File: src/rtl/pb_updown_counter.sv
// pb_updown_counter
// Bounded up/down counter driven by one-cycle push-button release pulses.
// After each accepted pulse a lockout window drops further requests so a
// glitchy release cannot double-step. Limits either saturate or wrap.

module pb_updown_counter #(
   parameter int WIDTH       = 4,
   parameter int MAX_VAL     = 9,
   parameter int INIT_VAL    = 0,
   parameter int WRAP        = 0,
   parameter int LOCKOUT_CYC = 3
) (
   input  logic             clk,
   input  logic             rst,
   input  logic             up_rel,
   input  logic             dn_rel,
   input  logic             clr,
   output logic [WIDTH-1:0] count,
   output logic             step,
   output logic             at_max,
   output logic             at_min,
   output logic             busy
);

   // Lockout counter must hold LOCKOUT_CYC; keep at least one bit when disabled.
   localparam int LW = (LOCKOUT_CYC > 0) ? $clog2(LOCKOUT_CYC + 1) : 1;

   localparam logic [WIDTH-1:0] MAXV  = WIDTH'(MAX_VAL);
   localparam logic [WIDTH-1:0] INITV = WIDTH'(INIT_VAL);
   localparam logic [LW-1:0]    LOCKV = LW'(LOCKOUT_CYC);

   localparam logic [0:0] S_IDLE = 1'b0;
   localparam logic [0:0] S_LOCK = 1'b1;

   logic [WIDTH-1:0] r_count;
   logic             r_step;
   logic             r_atMax;
   logic             r_atMin;
   logic [0:0]       r_state;
   logic [LW-1:0]    r_lockCnt;

   logic [WIDTH-1:0] w_nextCount;
   logic             w_nextStep;
   logic [0:0]       w_nextState;
   logic [LW-1:0]    w_nextLock;

   // Next-state logic: clr wins, then lockout drops requests, then a
   // simultaneous up/down cancels, otherwise a single request moves the count.
   always_comb begin
      w_nextCount = r_count;
      w_nextStep  = 1'b0;
      w_nextState = r_state;
      w_nextLock  = r_lockCnt;
      if (clr) begin
         w_nextCount = INITV;
         w_nextStep  = (r_count != INITV);
         w_nextLock  = '0;
         w_nextState = S_IDLE;
      end else if (r_state == S_LOCK) begin
         w_nextLock = r_lockCnt - 1'b1;
         if (r_lockCnt <= LW'(1)) begin
            w_nextLock  = '0;
            w_nextState = S_IDLE;
         end
      end else if (up_rel ^ dn_rel) begin
         if (up_rel) begin
            // Limit check happens before the increment so the register never overflows.
            if (r_count >= MAXV) begin
               if (WRAP != 0) w_nextCount = '0;
            end else begin
               w_nextCount = r_count + 1'b1;
            end
         end else begin
            // Wrapping down from zero lands on MAX_VAL, not the all-ones value.
            if (r_count == '0) begin
               if (WRAP != 0) w_nextCount = MAXV;
            end else begin
               w_nextCount = r_count - 1'b1;
            end
         end
         w_nextStep = (w_nextCount != r_count);
         if (LOCKOUT_CYC > 0) begin
            w_nextLock  = LOCKV;
            w_nextState = S_LOCK;
         end
      end
   end

   // State and output registers; limit flags are computed from the next count
   // so they change on the same edge as count.
   always_ff @(posedge clk or posedge rst) begin
      if (rst) begin
         r_count   <= INITV;
         r_step    <= 1'b0;
         r_atMax   <= (INITV == MAXV);
         r_atMin   <= (INITV == '0);
         r_state   <= S_IDLE;
         r_lockCnt <= '0;
      end else begin
         r_count   <= w_nextCount;
         r_step    <= w_nextStep;
         r_atMax   <= (w_nextCount == MAXV);
         r_atMin   <= (w_nextCount == '0);
         r_state   <= w_nextState;
         r_lockCnt <= w_nextLock;
      end
   end

   assign count  = r_count;
   assign step   = r_step;
   assign at_max = r_atMax;
   assign at_min = r_atMin;
   assign busy   = (r_state == S_LOCK);

endmodule

File: config.mk
export PLATFORM = sky130hd
export DESIGN_NAME = pb_updown_counter
export DESIGN_NICKNAME = d
export VERILOG_FILES = /design/src/rtl/pb_updown_counter.sv
export SDC_FILE = /design/constraint.sdc
export NUM_CORES = 1
export LEC_CHECK = 0
export ABC_CLOCK_PERIOD_IN_PS = 3800
export CORE_AREA = 2 2 39 41
export CTS_CLUSTER_SIZE = 14
export DETAILED_ROUTE_END_ITERATION = 8
export DIE_AREA = 0 0 41 43
export PLACE_DENSITY_LB_ADDON = 0.12
export SYNTH_ARGS = -nofsm -noshare
export SYNTH_HDL_FRONTEND = slang
export SYNTH_SLANG_ARGS = --single-unit
File: constraint.sdc
create_clock -name clk -period 3.8 [get_ports clk]
set_input_delay 0.38 -clock clk [delete_from_list [all_inputs] [get_ports clk]]
set_output_delay 0.38 -clock clk [all_outputs]
set_load 0.05 [all_outputs]
# --- Word-level counts from Yosys, hierarchy flattened ---
# Index checks and enable logic that the tools add are counted.
classes:
  bitwise: 1
  addsub: 3
  n_reduce_logical: 4
  order_cmp: 2
  n_mux: 20
  n_eq_ne: 2
op_table:
  columns: ["cell", "count"]
  rows:
  - ["2-to-1 mux 4 bit", 9]
  - ["logical NOT 4 bit", 2]
  - ["2-to-1 mux 2 bit", 4]
  - ["2-to-1 mux 1 bit", 7]
  - ["adder 4 x 1 -> 4 bit, second input constant", 1]
  - ["== test 4 bit, second input constant", 1]
  - [">= comparator 4 bit, second input constant", 1]
  - ["!= test 4 bit", 1]
  - ["nonzero test 4 bit", 1]
  - ["subtractor 4 x 1 -> 4 bit, second input constant", 1]
  - ["nonzero test 3 bit", 1]
  - ["<= comparator 2 x 1 -> 1 bit, second input constant", 1]
  - ["subtractor 2 x 1 -> 2 bit, second input constant", 1]
  - ["XOR 1 bit", 1]
totals:
  elab_cells: 38
  reg_bits: 10
  input_bits: 5

# --- Longest topological paths before layout ---
# Gate-level depths: netlist of the first run.
logic_depth:
  ltp_word: 10
  depth_mapped: 7

# --- Worst setup path after synthesis of the first run ---
# OpenSTA, ideal clock, no wires.
synth_timing:
  kind: "flip-flop to flip-flop"
  from: "register r_count[1] (netlist: count[1])"
  to: "register r_atMin (netlist: at_min)"
  path_slack_ns: 1.516
  setup_ns: 0.096
  arrival_ns: 2.187
  required_time_ns: 3.704
  path_stages_with_launch: 8
  path_cell_list: "dfrtp_1 -> inv_1 -> ha_1 -> nand2b_1 -> o21ai_0 -> o211a_1 -> mux2_4 -> nor4_1"
synth_between:
  elab_chain_cells: 10
  word_cells_on_any_way: 14
synth_rtl:
  columns: ["element", "line", "rtl"]
  rows:
  - ["start, declared", "35", "logic [WIDTH-1:0] r_count;"]
  - ["start signal, assigned", "100", "r_count <= w_nextCount;"]
  - [">= comparator 4 bit or logical NOT 4 bit (tied branches)", "68, 75", null]
  - ["2-to-1 mux 4 bit, on equally long branches", "68, 75", null]
  - ["2-to-1 mux 4 bit (*)", "66", "if (up_rel) begin"]
  - ["2-to-1 mux 4 bit (*)", "65", "end else if (up_rel ^ dn_rel) begin"]
  - ["2-to-1 mux 4 bit (*)", "59", "end else if (r_state == S_LOCK) begin"]
  - ["2-to-1 mux 4 bit (*)", "54", "if (clr) begin"]
  - ["2-to-1 mux 4 bit (*)", "65", null]
  - ["2-to-1 mux 4 bit (*)", "59", null]
  - ["2-to-1 mux 4 bit (*)", "54", null]
  - ["via w_nextCount[0]", "42", "logic [WIDTH-1:0] w_nextCount;"]
  - ["logical NOT 4 bit (*)", "103", "r_atMin <= (w_nextCount == '0);"]
  - ["end signal, assigned", "96", "r_atMin <= (INITV == '0);"]
  - ["end signal, assigned", "103", null]
  - ["end, declared", "38", "logic r_atMin;"]
# Mark *: on every way through the listed nets, which the timed path passes. The rest lies on a longest branch. The select of a mux whose other input is x is not followed.
# A chain may end at the register's enable or synchronous reset.

# --- Worst setup path after layout of the first run ---
# Ends and elaborated chain as after synthesis.

==> results of run 1 <==
cells by family after synthesis:
group                    count (synthesis)  share of synthesized area
multiplexers                             2                     0.0365
buffers and inverters                   12                     0.0839
XOR/XNOR                                 1                     0.0128
AND/OR/NAND/NOR                         23                      0.208
AO/OA/AOI/OAI                           21                      0.219
flip-flops                              10                      0.367
adder cells (fa/ha/maj)                  4                     0.0730
worst register-to-register path, cell delays in order, from the launching register on:
cell and delay, ps:
dfrtp_1 470, inv_1 170, ha_1 210, nand2b_1 170, o21ai_0 350, o211a_1 210
mux2_4 310, nor4_1 240
area by class of cell:
cell class / instances / area (um^2) / area share
Clock buffer: 4 / 26.3 / 0.0319
Timing Repair Buffer: 12 / 120 / 0.146
Tap cell: 16 / 20.0 / 0.0243
Multi-Input combinational cell: 51 / 377 / 0.457
Sequential cell: 10 / 251 / 0.305
Inverter: 8 / 30.0 / 0.0364
layer usage:
metal | global-route usage | vias up | share of wire | routed length, um
met3 | 0.0942 | 2 | 0.039 | 51
li1 | - | 286 | - | -
met2 | 0.266 | 12 | 0.50 | 652
met1 | 0.224 | 252 | 0.45 | 593
met5 | 0 | - | 0 | 0
met4 | 0.0600 | 0 | 0.011 | 14
power groups by stage:
| stage | combinational [mW] | clock (mW) | sequential [mW] |
|---|---|---|---|
| detailed placement | 0.192 | 0 | 0.145 |
| floorplan | 0.0989 | 0 | 0.189 |
| global placement | 0.191 | 0 | 0.145 |
| CTS | 0.193 | 0.0764 | 0.143 |
| finish | 0.192 | 0.0724 | 0.143 |
| global route | 0.206 | 0.0843 | 0.146 |
state kept, by name (all words and copies together), names as in the netlist:
register and cells:
at_min 1, count 4, at_max 1, busy 1
step 1, r_lockCnt 2
cells in the final DEF (no fill, tap or decap), drive strengths merged:
cell type	instances
nor4	2
o22ai	1
a21oi	6
o31ai	1
o21ai	4
dfstp	1
nor3	3
o211a	1
clkdlybuf4s50	12
a2111oi	2
inv	8
nand2b	1
nand3b	2
nor4bb	1
xor2	1
and2	1
mux2i	1
dfrtp	9
nand3	1
nor2	5
o21a	3
nor3b	2
a31oi	1
clkbuf	4
o31a	1
a311oi	1
ha	4
nand2	5
mux2	1
per-stage QoR:
step           cell area, um^2  power [mW]  hold WS [ps]
2_1_floorplan              686       0.288           219
3_3_place_gp               798       0.336           535
3_5_place_dp               798       0.338           536
4_1_cts                    825       0.413           386
5_1_grt                    825       0.436           431
6_report                   825       0.407           384
worst max path at each step:
stage	endpoint	slack, ps
after detailed placement	at_min	1390
after global routing	at_min	1400
after floorplan	at_min	1520
after global placement	at_min	1440
final	at_min	1570
after CTS	at_max	1540
==> flow_metrics.env, run 1 <==
export IMPL_drive_gt1_frac=0.129
export IMPL_fillers=135
export IMPL_synthToLayoutAreaGrowth_pct=20.3
export IMPL_tightest_slew_ps=496
export IMPL_yosysMostFrequentCell="dfrtp_1"
export IMPL_synth_cell_types=34
export IMPL_leakage_nw=0.359
export IMPL_clock_sinks=10
export IMPL_clk_pin_slew_ps=60
export IMPL_post_cts_buffers=0
export IMPL_via_per_inst=5.47
export IMPL_final_hold_violation_count=0
export IMPL_final_setup_skew_ps=0.887
export IMPL_synthCells=73
export IMPL_fin_util=0.596
export IMPL_clockBufferDepth=2
export IMPL_synth_edf_count=0
export IMPL_grt_pass1_wl_mm=2.10
export IMPL_clkLatencyLatePin_ps=260
export IMPL_cts_buffers=3
export IMPL_fp_dieArea_um2=1760
export IMPL_vdd_drop_max_v=0.000372
export IMPL_grt_antenna_before_repair=0
export IMPL_final_cells=101
export IMPL_routedWlPerCell_um=13.0
export IMPL_internal_power_uw=241
export IMPL_crit_arrival_ps=2390
export IMPL_place_ws_ps=1390
export IMPL_die_h_um=43
export IMPL_worstSetupPathType="reg2reg"
export IMPL_cp_end_kind="flip-flop"
export IMPL_synth_warnings=0
export IMPL_setup_ws_ps=1570
export IMPL_max_stage_delay_ps=470
export IMPL_worstPathRequired_ps=3960
export IMPL_p_clk_frac=0.178
export IMPL_fp_dieW_um=41
export IMPL_core_um2=1380
export IMPL_root_buffer="clkbuf_4"
export IMPL_fin_crit_ps=2230
export IMPL_num_antenna_cells=0
export IMPL_synth_area_leader_cell="dfrtp_1"
export IMPL_fin_nets=95
export IMPL_gp_congestion=0.798
export IMPL_grt_pass1_vias=486
export IMPL_overflow=0
export IMPL_synthTopCellsByArea="dfrtp_1 33%, ha_1 7.3%, a21oi_1 4.4%, inv_1 4.4%, dfstp_2 3.8%"
export IMPL_cpMaxStageDelayCell="dfrtp_1"
export IMPL_syn_area_um2=686
export IMPL_async_reset_ff_frac=1.00
export IMPL_max_slew_margin_rel=0.668
export IMPL_synth_sequential_area_ratio=0.367
export IMPL_netSwitchingPower_uw=166
export IMPL_r2r_slack_ps=1570
export IMPL_r2r_start="count[1]"
export IMPL_r2r_end="at_min"
export IMPL_fin_crit_sh=0.587
export IMPL_cp_startpoint="count[1]"
export IMPL_power_share_combinational=0.471
export IMPL_rsz0062_at_grt="false"
export IMPL_startpoint_type="flip-flop"
export IMPL_timing_fmax_mhz=448
export IMPL_syn_nets=82
export IMPL_path_buf_inv=1
export IMPL_critical_path_cell_count=7
export IMPL_first_iter_violations=6
export IMPL_p_seq_frac=0.351
export IMPL_rr_worst_depth=7
export IMPL_grt_max_degree=13
export IMPL_cts_htree_levels=1
export IMPL_synth_common_cells="9 x dfrtp_1, 8 x inv_1, 6 x a21oi_1"
export IMPL_worstPathMaxFanout=6
export IMPL_final_setup_tns_ps=0
export IMPL_hold_buffers=0
export IMPL_dp_hpwl_mm=1.02
export IMPL_cpLargestDelayFamily="compound AO/OA/AOI/OAI gates"
export IMPL_syn_area_per_cell_um2=9.39
export IMPL_max_cap_viol_count=0
export IMPL_hold_class="in2async"
export IMPL_swShare=0.408
export IMPL_io_buffers=12
export IMPL_synth_top_cell_area_share=0.328
export IMPL_synth_seq_cells=10
export IMPL_rows=14
export IMPL_setup_viol_count_final=0
export IMPL_placedCellCount=97
export IMPL_detail_route_antenna_nets=0
export IMPL_p_per_area_nw_per_um2=494
export IMPL_ios=13
export IMPL_status="finished clean"
export IMPL_crit_chain="inv_1, ha_1, nand2b_1, o21ai_0, o211a_1, mux2_4, nor4_1"
export IMPL_track_usage=0.182
export IMPL_finalWirelength_mm=1.31
export IMPL_initial_core_util=0.495
export IMPL_slew_violations=0
export IMPL_cts_tree="done"
export IMPL_synth_ff_type="dfrtp_1"
export IMPL_remaining_drc_errors=0
export IMPL_vias=552
export IMPL_post_cts_resized=0
export IMPL_dr_pass1_iters=2
No activity file was read; power rests on OpenSTA's default activity.
==> run 2: changes to the inputs <==
Settings changed: ABC_CLOCK_PERIOD_IN_PS 3800 to 1980, CORE_AREA 2 2 39 41 to unset, CORE_UTILIZATION set to 44, DIE_AREA 0 0 41 43 to unset.
Clock period 3.8 ns to 1.98 ns, I/O delays scaled along.
==> run 2 against run 1 <==
Net effect:
- die area decreased by 2.4%
- via count increased by 13%
- combinational power grew to 2.6 times the previous value
- clock-buffer cell count did not move
- global-route usage up 0.81 points
- sequential share of layout area shrank 4.9 points
- critical path depth did not move
- worst hold slack got worse by 170 ps
- critical path type unchanged
- critical endpoint is now at_max
- largest power group unchanged
==> flow_metrics.env, run 2 (synthesized netlist as in run 1, its figures left out) <==
export IMPL_cts_htree_levels=1
export IMPL_num_antenna_cells=0
export IMPL_leakage_nw=0.450
export IMPL_fp_dieW_um=41.5
export IMPL_setup_ws_ps=12.3
export IMPL_grt_max_degree=12
export IMPL_first_iter_violations=15
export IMPL_post_cts_buffers=0
export IMPL_hold_class="in2async"
export IMPL_cts_tree="done"
export IMPL_clkLatencyLatePin_ps=260
export IMPL_rsz0062_at_grt="true"
export IMPL_multi_input_area_um2=442
export IMPL_final_setup_skew_ps=9.84
export IMPL_final_common_cell="buf_4"
export IMPL_remaining_drc_errors=0
export IMPL_slew_violations=0
export IMPL_worstPathMaxFanout=3
export IMPL_grt_pass1_vias=585
export IMPL_dp_hpwl_mm=1.20
export IMPL_regArea_um2=254
export IMPL_cpLargestDelayFamily="simple AND/OR/NAND/NOR gates"
export IMPL_status="finished clean"
export IMPL_fin_crit_ps=1970
export IMPL_hold_buffers=0
export IMPL_core_um2=1370
export IMPL_overflow=0
export IMPL_final_hold_violation_count=0
export IMPL_max_stage_delay_ps=440
export IMPL_p_per_area_nw_per_um2=958
export IMPL_root_buffer="clkbuf_4"
export IMPL_fp_dieArea_um2=1720
export IMPL_vdd_drop_max_v=0.000764
export IMPL_initial_core_util=0.502
export IMPL_synthToLayoutAreaGrowth_pct=44.9
export IMPL_fin_nets=107
export IMPL_clk_pin_slew_ps=70
export IMPL_tightest_slew_ps=510
export IMPL_dr_pass1_iters=2
export IMPL_max_cap_viol_count=0
export IMPL_detail_route_antenna_nets=0
export IMPL_rows=13
export IMPL_clock_sinks=10
export IMPL_path_buf_inv=2
export IMPL_cp_end_kind="flip-flop"
export IMPL_max_slew_margin_rel=0.660
export IMPL_hold_ws_ps=212
export IMPL_mostFrequentLayoutCells="12 x buf_4, 11 x clkdlybuf4s50_1, 7 x dfrtp_1, 6 x inv_1"
export IMPL_routedWlPerCell_um=14.0
export IMPL_clockBufferDepth=2
export IMPL_via_per_inst=5.55
export IMPL_cts_buffers=3
export IMPL_cpMaxStageDelayCell="dfrtp_2"
export IMPL_setup_viol_count_final=0
export IMPL_grt_antenna_before_repair=0
export IMPL_largest_reg_flops=4
export IMPL_drive_gt1_frac=0.361
export IMPL_crit_arrival_ps=2100
export IMPL_crit_chain="inv_2, ha_2, nor3_2, buf_4, nor3_1, a2111oi_4, nor4bb_1"
export IMPL_die_h_um=41.5
export IMPL_ios=13
export IMPL_fillers=103
export IMPL_gp_congestion=0.864
export IMPL_timing_fmax_mhz=508
export IMPL_place_ws_ps=-115
export IMPL_io_buffers=12
export IMPL_finalWirelength_mm=1.56
export IMPL_worstPathRequired_ps=2110
export IMPL_startpoint_type="flip-flop"
export IMPL_fin_crit_sh=0.994
export IMPL_worstSetupPathType="reg2reg"
export IMPL_grt_pass1_wl_mm=2.48
export IMPL_vias=622
export IMPL_track_usage=0.190
## run 2: area by class of cell
class	instances	share of cell area
clock buffers	4	0.0365
inverters	8	0.0302
multi-input cells	51	0.445
flip-flops and latches	10	0.256
well taps	15	0.0189
repair buffers	24	0.214
## run 2: path summary, 6_finish.rpt
path,end,from,cells after the start,slack [ps]
hold / removal,count[2],rst,2,210
setup reg to reg,at_max,count[0],7,10
setup / recovery,at_max,count[0],7,10
min in group clk,r_lockCnt[1],r_lockCnt[1],2,540
hold reg to reg,r_lockCnt[1],r_lockCnt[1],2,540
max in group asynchronous,at_min,rst,2,1460
## run 2: timing repair
item / CTS / global route
resized for setup: 1 / 11
pin swaps: 0 / 3
setup endpoints to repair: 1 / 3
## run 2: layer usage
layer  up-vias  track usage  wire length (um)
li1        308            -                 -
met1       292        0.219               700
met5         -            0                 0
met3         4       0.0826                66
met4         0       0.0581                40
met2        18        0.316               756
## run 2: metrics by stage
step / utilization / cell area, um^2 / instances / TNS (ps) / total power [mW]
after floorplan: - / 688 / 73 / 0 / 0.556
after global placement: 0.657 / 897 / 109 / -70.8 / 0.718
after detailed placement: 0.657 / 897 / 109 / -130 / 0.723
after CTS: 0.688 / 940 / 113 / 0 / 0.909
after global routing: 0.727 / 993 / 112 / -31.8 / 1.01
final: 0.727 / 993 / 112 / 0 / 0.952
## run 2: worst register-to-register path, stage by stage, from the launching register on
cell	delay, ps
dfrtp_2	440
inv_2	80
ha_2	290
nor3_2	300
buf_4	160
nor3_1	50
a2111oi_4	410
nor4bb_1	110
## run 2: power breakdown
part	internal (mW)	total, mW	switching (mW)
clock network	0.111	0.178	0.0666
logic	0.228	0.506	0.278
registers	0.242	0.268	0.0264
total	0.581	0.952	0.371
